$ cat config.mk
export PLATFORM = sky130hd
export DESIGN_NAME = usb_tx_scheduler
export DESIGN_NICKNAME = d
export VERILOG_FILES = /design/src/rtl/usb_pkg.sv /design/src/rtl/usb_timeout_counter.sv /design/src/rtl/usb_tx_scheduler.sv
export SDC_FILE = /design/constraint.sdc
export NUM_CORES = 1
export LEC_CHECK = 0
export ABC_AREA = 1
export ABC_CLOCK_PERIOD_IN_PS = 2000
export BUFFER_PORTS_ARGS = -buffer_cell sky130_fd_sc_hd__buf_2
export CAP_MARGIN = 0
export CORE_MARGIN = 3
export CORE_UTILIZATION = 35
export CTS_BUF_LIST = sky130_fd_sc_hd__clkbuf_4
export CTS_CLUSTER_DIAMETER = 200
export CTS_CLUSTER_SIZE = 16
export DETAILED_ROUTE_END_ITERATION = 10
export SYNTH_ARGS = -nofsm -noshare
export SYNTH_HDL_FRONTEND = slang
export SYNTH_SLANG_ARGS = --single-unit
export TNS_END_PERCENT = 100
$ cat constraint.sdc
create_clock -name clk -period 2 [get_ports clk]
set_input_delay 0.5 -clock clk [delete_from_list [all_inputs] [get_ports clk]]
set_output_delay 0.5 -clock clk [all_outputs]
set_load 0.1 [all_outputs]
$ cat src/rtl/usb_pkg.sv
// Shared USB definitions: PID nibbles, handshake-type encoding and the
// transmit scheduler state encoding.
package usb_pkg;

  localparam logic [3:0] PID_ACK   = 4'b0010;
  localparam logic [3:0] PID_NAK   = 4'b1010;
  localparam logic [3:0] PID_STALL = 4'b1110;
  localparam logic [3:0] PID_DATA0 = 4'b0011;
  localparam logic [3:0] PID_DATA1 = 4'b1011;

  typedef enum logic [1:0] {
    HS_ACK   = 2'b00,
    HS_NAK   = 2'b01,
    HS_STALL = 2'b10,
    HS_RSVD  = 2'b11
  } hs_type_e;

  typedef enum logic [2:0] {
    ST_IDLE,
    ST_HS_SEND,
    ST_HS_WAIT,
    ST_DATA_SEND,
    ST_DATA_WAIT,
    ST_AWAIT_HS
  } state_type;

  // Reserved handshake type is sent as NAK.
  function automatic logic [3:0] hs_pid(input logic [1:0] t);
    logic [3:0] pid;
    case (hs_type_e'(t))
      HS_ACK:   pid = PID_ACK;
      HS_STALL: pid = PID_STALL;
      default:  pid = PID_NAK;
    endcase
    return pid;
  endfunction

endpackage

$ cat src/rtl/usb_timeout_counter.sv
// Handshake timeout counter: counts while enabled, holds at the terminal
// value, and flags expiry while count == TIMEOUT_CYCLES-1.
module usb_timeout_counter #(
  parameter int CNT_W          = 8,
  parameter int TIMEOUT_CYCLES = 128
) (
  input  logic clk,
  input  logic rst,
  input  logic clear,
  input  logic enable,
  output logic expired
);

  localparam logic [CNT_W-1:0] LAST = CNT_W'(TIMEOUT_CYCLES - 1);

  logic [CNT_W-1:0] count_q, count_d;

  assign expired = (count_q == LAST);

  always_comb begin
    count_d = count_q;
    if (clear) begin
      count_d = '0;
    end else if (enable && !expired) begin
      count_d = count_q + 1'b1;
    end
  end

  always_ff @(posedge clk) begin
    if (rst) begin
      count_q <= '0;
    end else begin
      count_q <= count_d;
    end
  end

endmodule

$ cat src/rtl/usb_tx_scheduler.sv
// Shares the USB packet transmitter between handshake and bulk-IN data
// requesters; runs the data handshake wait, retry and toggle bookkeeping.
module usb_tx_scheduler
  import usb_pkg::*;
#(
  parameter int TIMEOUT_CYCLES = 128,
  parameter int MAX_RETRY      = 3,
  parameter int CNT_W          = 8
) (
  input  logic       clk,
  input  logic       rst,
  input  logic       hs_req,
  input  logic [1:0] hs_type,
  output logic       hs_gnt,
  input  logic       data_req,
  output logic       data_gnt,
  output logic       tx_start,
  output logic [3:0] tx_pid,
  input  logic       tx_complete,
  output logic       rx_en,
  input  logic       rcvd_hs_valid,
  input  logic [3:0] rcvd_hs_pid,
  output logic       data_done,
  output logic       data_fail,
  output logic       data_toggle,
  input  logic       toggle_clr,
  output logic       busy
);

  localparam int RW = $clog2(MAX_RETRY + 1);

  state_type       state_q, state_d;
  logic [3:0]      tx_pid_q, tx_pid_d;
  logic [RW-1:0]   retry_q, retry_d, retry_inc;
  logic            toggle_q, toggle_d;
  logic            tx_start_q, tx_start_d;
  logic            hs_gnt_q, hs_gnt_d;
  logic            data_gnt_q, data_gnt_d;
  logic            done_q, done_d;
  logic            fail_q, fail_d;
  logic            rx_en_q, rx_en_d;
  logic            busy_q, busy_d;
  logic            start_data, bump_retry;
  logic            cnt_clear, cnt_enable, expired;

  assign retry_inc  = retry_q + 1'b1;
  assign cnt_clear  = (state_q == ST_DATA_WAIT) && tx_complete;
  assign cnt_enable = (state_q == ST_AWAIT_HS);

  usb_timeout_counter #(
    .CNT_W         (CNT_W),
    .TIMEOUT_CYCLES(TIMEOUT_CYCLES)
  ) u_timeout (
    .clk    (clk),
    .rst    (rst),
    .clear  (cnt_clear),
    .enable (cnt_enable),
    .expired(expired)
  );

  // Outputs are computed from the next state and registered with it, so
  // every output is a flop and no input reaches an output combinationally.
  always_comb begin
    state_d    = state_q;
    tx_pid_d   = tx_pid_q;
    retry_d    = retry_q;
    toggle_d   = toggle_q;
    tx_start_d = 1'b0;
    hs_gnt_d   = 1'b0;
    data_gnt_d = 1'b0;
    done_d     = 1'b0;
    fail_d     = 1'b0;
    start_data = 1'b0;
    bump_retry = 1'b0;

    case (state_q)
      ST_IDLE: begin
        if (hs_req) begin
          state_d    = ST_HS_SEND;
          tx_pid_d   = hs_pid(hs_type);
          tx_start_d = 1'b1;
          hs_gnt_d   = 1'b1;
        end else if (data_req) begin
          start_data = 1'b1;
        end
      end
      ST_HS_SEND:   state_d = ST_HS_WAIT;
      ST_HS_WAIT:   if (tx_complete) state_d = ST_IDLE;
      ST_DATA_SEND: state_d = ST_DATA_WAIT;
      ST_DATA_WAIT: if (tx_complete) state_d = ST_AWAIT_HS;
      ST_AWAIT_HS: begin
        if (rcvd_hs_valid) begin
          case (rcvd_hs_pid)
            PID_ACK: begin
              toggle_d = ~toggle_q;
              done_d   = 1'b1;
              retry_d  = '0;
              state_d  = ST_IDLE;
            end
            PID_NAK:   start_data = 1'b1;
            PID_STALL: begin
              fail_d  = 1'b1;
              retry_d = '0;
              state_d = ST_IDLE;
            end
            default:   bump_retry = 1'b1;
          endcase
        end else if (expired) begin
          bump_retry = 1'b1;
        end
        if (bump_retry) begin
          if (retry_inc == RW'(MAX_RETRY)) begin
            fail_d  = 1'b1;
            retry_d = '0;
            state_d = ST_IDLE;
          end else begin
            retry_d    = retry_inc;
            start_data = 1'b1;
          end
        end
      end
      default: state_d = ST_IDLE;
    endcase

    if (toggle_clr) toggle_d = 1'b0;

    if (start_data) begin
      state_d    = ST_DATA_SEND;
      tx_start_d = 1'b1;
      data_gnt_d = 1'b1;
      tx_pid_d   = toggle_d ? PID_DATA1 : PID_DATA0;
    end

    if (state_d == ST_IDLE) tx_pid_d = '0;

    rx_en_d = (state_d == ST_AWAIT_HS);
    busy_d  = (state_d != ST_IDLE);
  end

  always_ff @(posedge clk) begin
    if (rst) begin
      state_q    <= ST_IDLE;
      tx_pid_q   <= '0;
      retry_q    <= '0;
      toggle_q   <= 1'b0;
      tx_start_q <= 1'b0;
      hs_gnt_q   <= 1'b0;
      data_gnt_q <= 1'b0;
      done_q     <= 1'b0;
      fail_q     <= 1'b0;
      rx_en_q    <= 1'b0;
      busy_q     <= 1'b0;
    end else begin
      state_q    <= state_d;
      tx_pid_q   <= tx_pid_d;
      retry_q    <= retry_d;
      toggle_q   <= toggle_d;
      tx_start_q <= tx_start_d;
      hs_gnt_q   <= hs_gnt_d;
      data_gnt_q <= data_gnt_d;
      done_q     <= done_d;
      fail_q     <= fail_d;
      rx_en_q    <= rx_en_d;
      busy_q     <= busy_d;
    end
  end

  assign tx_start    = tx_start_q;
  assign tx_pid      = tx_pid_q;
  assign hs_gnt      = hs_gnt_q;
  assign data_gnt    = data_gnt_q;
  assign data_done   = done_q;
  assign data_fail   = fail_q;
  assign data_toggle = toggle_q;
  assign rx_en       = rx_en_q;
  assign busy        = busy_q;

endmodule
* Yosys cells after proc, flatten, opt, wreduce, memory -nomap -nowiden
Cells that the tools add are included.
Word-level totals: register bits after elaboration 25, output and inout port bits 12, memories 0, bits in read-only memories 0, RAM bits 0, word-level logic and storage cells 90, latch bits 0, input port bits 13
Operators by class: divide/modulo/power cells 0, mux-type cells 42, bitwise logic cells 3, magnitude comparators 0, add/sub/neg operators 2, equality and inequality tests 12, reductions and logical operators 19, multiply operators 0, shift-type cells 0
Operators with widths (number):
- $mux W3 | 8
- $mux W1 | 23
- $pmux W3 S6 | 1
- $mux W4 | 4
- $eq A3 B3 Y1 const B | 3
- $add A8 B1 Y8 const B | 1
- $eq A4 B4 Y1 const B | 2
- $eq A8 B7 Y1 const B | 1
- $mux W2 | 4
- $pmux W4 S2 | 1
- $reduce_bool A2 Y1 | 4
- $reduce_or A2 Y1 | 4
- $eq A3 B2 Y1 const B | 2
- $logic_not A3 Y1 | 2
- $reduce_or A3 Y1 | 2
- $eq A2 B2 Y1 const B | 2
- $eq A4 B2 Y1 const B | 1
- $eq A3 B1 Y1 const B | 1
- $not A1 Y1 | 3
- $reduce_and A3 Y1 | 1
- $reduce_bool A3 Y1 | 1
- $add A2 B1 Y2 const B | 1
- $logic_and A1 B1 Y1 | 2
- $logic_not A2 Y1 | 1
- 3 further kinds | 3

* Depth between registers and ports, before layout
depth in word-level cells 10, mapped depth 14, gate-level depth less buffers 14

* Modules after synthesis
From an unflattened synthesis, not the netlist that was laid out.
Second synthesis, totals: cell total of the unflattened synthesis 190, area total of the unflattened synthesis 1287.5 um^2
By module, submodules not included:
- usb_tx_scheduler | instances 1, cells each 117, area an instance 818.3 um^2
- usb_timeout_counter | instances 1, cells each 73, area an instance 469.2 um^2

* Least setup slack after synthesis
No wires, ideal clock.
path type reg-to-reg, from reg toggle_q (netlist: data_toggle), to reg tx_pid_q[3] (netlist: tx_pid[3]), path slack 0.399 ns, data arrival time 1.545 ns, path buffers 0, cell stages (with the launch flop) 7, data required time 1.944 ns, setup time 0.056 ns, period minus slack after synthesis 1.601 ns, cell sequence dfxtp_1 -> nor2_1 -> nor3_2 -> inv_1 -> o21ai_0 -> nand2_1 -> inv_1
On the way: word-level cells in the longest chain between the ends 7
RTL lines:
- from (decl) | RTL line usb_tx_scheduler.sv:35 | logic toggle_q, toggle_d;
- from (signal assigned) | RTL line usb_tx_scheduler.sv:157 | toggle_q <= toggle_d;
- $not A1 Y1 | RTL line usb_tx_scheduler.sv:95 | toggle_d = ~toggle_q;
- $mux W1 | RTL line usb_tx_scheduler.sv:93 | case (rcvd_hs_pid)
- $mux W1 | RTL line usb_tx_scheduler.sv:92 | if (rcvd_hs_valid) begin
- $mux W1 * | RTL line usb_tx_scheduler.sv:76 | case (state_q)
- $mux W1 * | RTL line usb_tx_scheduler.sv:125 | if (toggle_clr) toggle_d = 1'b0;
- $mux W4 * | RTL line usb_tx_scheduler.sv:131 | tx_pid_d = toggle_d ? PID_DATA1 : PID_DATA0;
- $mux W4 * | RTL line usb_tx_scheduler.sv:127 | if (start_data) begin
- to (signal assigned) | RTL line usb_tx_scheduler.sv:155 | tx_pid_q <= tx_pid_d;
- to (decl) | RTL line usb_tx_scheduler.sv:33 | logic [3:0] tx_pid_q, tx_pid_d;
Mark *: on every way between the ends. The rest lies on a longest branch, timed or not. A chain may end at the register's enable or synchronous reset.

* Worst setup path in the final report
from reg u_timeout.count_q[0], to reg tx_pid_q[1] (netlist: tx_pid[1])
On the way: word-level cells in the longest chain between the ends 9, elaborated cells on any way between the ends 15, classes of those cells 1 x eq/ne; 9 x mux; 5 x reduce/logical
RTL lines:
- from (decl) | RTL line usb_timeout_counter.sv:16 | logic [CNT_W-1:0] count_q, count_d;
- from (signal assigned) | RTL line usb_timeout_counter.sv:33 | count_q <= count_d;
- $eq A8 B7 Y1 * | RTL line usb_timeout_counter.sv:18 | assign expired = (count_q == LAST);
- $mux W1 * | RTL line usb_tx_scheduler.sv:108 | end else if (expired) begin
- $mux W1 * | RTL line usb_tx_scheduler.sv:92
- $mux W1 * | RTL line usb_tx_scheduler.sv:76
- $mux W3 or $mux W1 (tied branches) | RTL line usb_tx_scheduler.sv:111 | if (bump_retry) begin
- $pmux W3 S6 or $pmux W1 S2 (tied branches) | RTL line usb_tx_scheduler.sv:76
- $mux W3 | RTL line usb_tx_scheduler.sv:127
- $logic_not A3 Y1 | RTL line usb_tx_scheduler.sv:134 | if (state_d == ST_IDLE) tx_pid_d = '0;
- $reduce_or A2 Y1 (no line)
Mark *: on every way between the ends. The rest lies on a longest branch, timed or not. The select of a mux whose other input is x is not followed.

==> flow_metrics.env <==
export IMPL_cts_setup_buffers=0
export IMPL_stdcell_area_um2=1470
export IMPL_globalRouteMet3Util=0.0221
export IMPL_via_per_inst=4.49
export IMPL_ys_seq_area_frac=0.394
export IMPL_placed_area_um2=1440
export IMPL_hold_class="input port to register"
export IMPL_post_route_util=0.431
export IMPL_busiest_layer="met2"
export IMPL_rsz0062_at_grt="no"
export IMPL_wirelength_um=2410
export IMPL_post_route_period_util=0.846
export IMPL_use_met1=0.153
export IMPL_antenna_left=0
export IMPL_drtIter0Drc=43
export IMPL_netlist_instances=178
export IMPL_synthSimpleGateAreaFrac=0.379
export IMPL_clk_latency_ns=0.32
export IMPL_worstSetupPathType="register to register"
export IMPL_grt_ovfl_total=0
export IMPL_total_power_mw=1.16
export IMPL_gp_congestion=0.785
export IMPL_critPathMaxFanout=5
export IMPL_startpoint="u_timeout.count_q[0]$_SDFFE_PP0P_"
export IMPL_first_pass_iters=4
export IMPL_r2r_end="tx_pid[1]$_SDFFE_PP0P_"
export IMPL_endpoint_kind="register"
export IMPL_synth_adder_area_share=0.00986
export IMPL_diodes=0
export IMPL_final_nets=220
export IMPL_layout_drive_gt1_share=0.249
export IMPL_cts_hold_buf=0
export IMPL_syn_nets=192
export IMPL_syn_to_final_growth_pct=16.0
export IMPL_fillers=378
export IMPL_wire_per_inst_um=9.61
export IMPL_peakVddDrop_mv=0.440
export IMPL_clkSlewWorstSetupHoldPaths_ns=0.14
export IMPL_synthXorXnorAreaFrac=0
export IMPL_grt_pass1_vias=1009
export IMPL_synthArstFlopShare=0
export IMPL_max_freq_mhz=591
export IMPL_drc_errors=0
export IMPL_finClkSkew_ns=0.00321
export IMPL_leakage_nw=0.718
export IMPL_hold_start="toggle_clr"
export IMPL_root_buffer="clkbuf_4"
export IMPL_core_um2=3420
export IMPL_r2r_slack_ns=0.31
export IMPL_dieArea_um2=4380
export IMPL_yosysTopAreaCellShare=0.394
export IMPL_yosys_warnings=0
export IMPL_layout_commonest_cell="nand2_1"
export IMPL_setup_viol=0
export IMPL_multi_input_area_um2=627
export IMPL_status="finished clean"
export IMPL_cts_resized=0
export IMPL_maxSlewHeadroom=0.676
export IMPL_power_per_cell_area_nw_per_um2=790
export IMPL_r2r_start="u_timeout.count_q[0]$_SDFFE_PP0P_"
export IMPL_synthDistinctLibCells=28
export IMPL_muxShareOfSynthArea=0
export IMPL_cp_start_kind="register"
export IMPL_worst_pin_slew_ns=0.489
export IMPL_final_cell_mix="37 x nand2_1, 33 x inv_1, 25 x dfxtp_1"
export IMPL_hold_end="data_toggle$_SDFF_PP0_"
export IMPL_synth_area_um2=1270
export IMPL_maxCapViolCount=0
export IMPL_cts_made_buffers=3
export IMPL_synth_edff_count=0
export IMPL_cts_tree="built"
export IMPL_portBuffers=24
export IMPL_grt_max_degree=16
export IMPL_pin_count=25
export IMPL_synth_compound_area_frac=0.106
export IMPL_hold_depth=4
export IMPL_gr_usage_met2=0.207
export IMPL_antenna_found_initial=0
export IMPL_layout_setup_ws_ns=0.307
export IMPL_tns_ns=0
export IMPL_ff2ff_path_depth=13
export IMPL_synth_seq_cells=25
export IMPL_grt_pass1_wl_um=4220
export IMPL_dp_slack_ns=0.312
export IMPL_regArea_um2=500
export IMPL_critPathRequiredTime_ns=2.24
export IMPL_synthTopCellsByArea="dfxtp_1 39%, nand2_1 11%, inv_1 9.8%, nor2_1 5.9%, nand3_1 3.9%"
export IMPL_htreeDepth=1
export IMPL_report_final_hold_viol_count=0
export IMPL_syn_avg_cell_area_um2=7.13
export IMPL_rows=21
export IMPL_place_hpwl_um=1900
export IMPL_cts_sinks=25
export IMPL_crit_arrival_ns=1.94
export IMPL_clockBufferDepth=2
export IMPL_die_h_um=66.2
export IMPL_start_util=0.371
export IMPL_ys_flop_type="dfxtp_1"
export IMPL_gr_usage_all_layers=0.123
export IMPL_synth_top_family_by_area="simple AND/OR/NAND/NOR gates"
export IMPL_yosysTopAreaCell="dfxtp_1"
export IMPL_vias=1127
export IMPL_fin_crit_ns=1.69
export IMPL_die_w_um=66.2
export IMPL_slew_violations=0
[final cells by class]
cell class                 count  share of cell area
clock buffer                   3              0.0153
clock inverter                 1             0.00510
inverter                      35              0.0927
multi-input combinational    117               0.426
sequential                    25               0.340
tap                           46              0.0391
timing repair buffer          24              0.0816
[Yosys cell counts (2+ instances only)]
cell     number
nand2_4       3
nand3_2       3
o21ai_0       8
nand3_1      10
dfxtp_1      25
a21oi_1       9
nor2_4        2
nor3_1        4
nor2_1       20
inv_1        33
nand2_2       4
a31oi_1       2
nor2_2        4
nand2_1      37
[worst max path at each step]
stage / endpoint / slack (ns) / cells past startpoint
3_5_place_dp: tx_pid[0]$_SDFFE_PP0P_ / 0.31 / 10
3_3_place_gp: tx_pid[0]$_SDFFE_PP0P_ / 0.31 / 13
5_1_grt: tx_pid[1]$_SDFFE_PP0P_ / 0.08 / 13
2_1_floorplan: tx_pid[3]$_SDFFE_PP0P_ / 0.40 / 6
4_1_cts: tx_pid[0]$_SDFFE_PP0P_ / 0.27 / 13
6_report: tx_pid[1]$_SDFFE_PP0P_ / 0.31 / 13
[worst max-delay path, cell delays in order, from the launching register on]
cell and delay (ns):
dfxtp_1 0.36, ha_1 0.20, inv_1 0.14, nor2_2 0.06, nand2_2 0.13, nand2_4 0.07, nand3_2 0.06, nand2_2 0.07
nand2_1 0.10, nand3_1 0.08, nand2_1 0.10, nand3_2 0.12, nand2_1 0.08, inv_1 0.04
[flip-flops by register name, summed over array words and instances (netlist names), 2 cells and up]
register / cells
retry_q: 2
state_q: 3
tx_pid: 4
u_timeout.count_q: 8
[power breakdown]
part | switching (mW) | total (mW) | internal, mW
Combinational | 0.299 | 0.371 | 0.0719
Clock | 0.160 | 0.236 | 0.0764
Sequential | 0.0215 | 0.555 | 0.533
Total | 0.480 | 1.16 | 0.682
[per-layer routing]
layer / share of wire / up-vias
met5: 0 / -
met4: 0.0062 / 0
met3: 0.036 / 2
met2: 0.49 / 21
met1: 0.47 / 493
li1: - / 611
[cell families after synthesis]
logic type / Yosys count
buffers and inverters: 36
flip-flops: 25
AND/OR/NAND/NOR: 94
adder cells (fa/ha/maj): 1
AO/OA/AOI/OAI: 22
[through the flow]
step                      cells  hold slack, ns
after floorplan             178           0.435
after global placement      247           0.449
after detailed placement    247           0.454
after CTS                   251           0.415
after global routing        251           0.427
final                       251           0.428
Note: power is estimated with default switching activity, not from simulation.
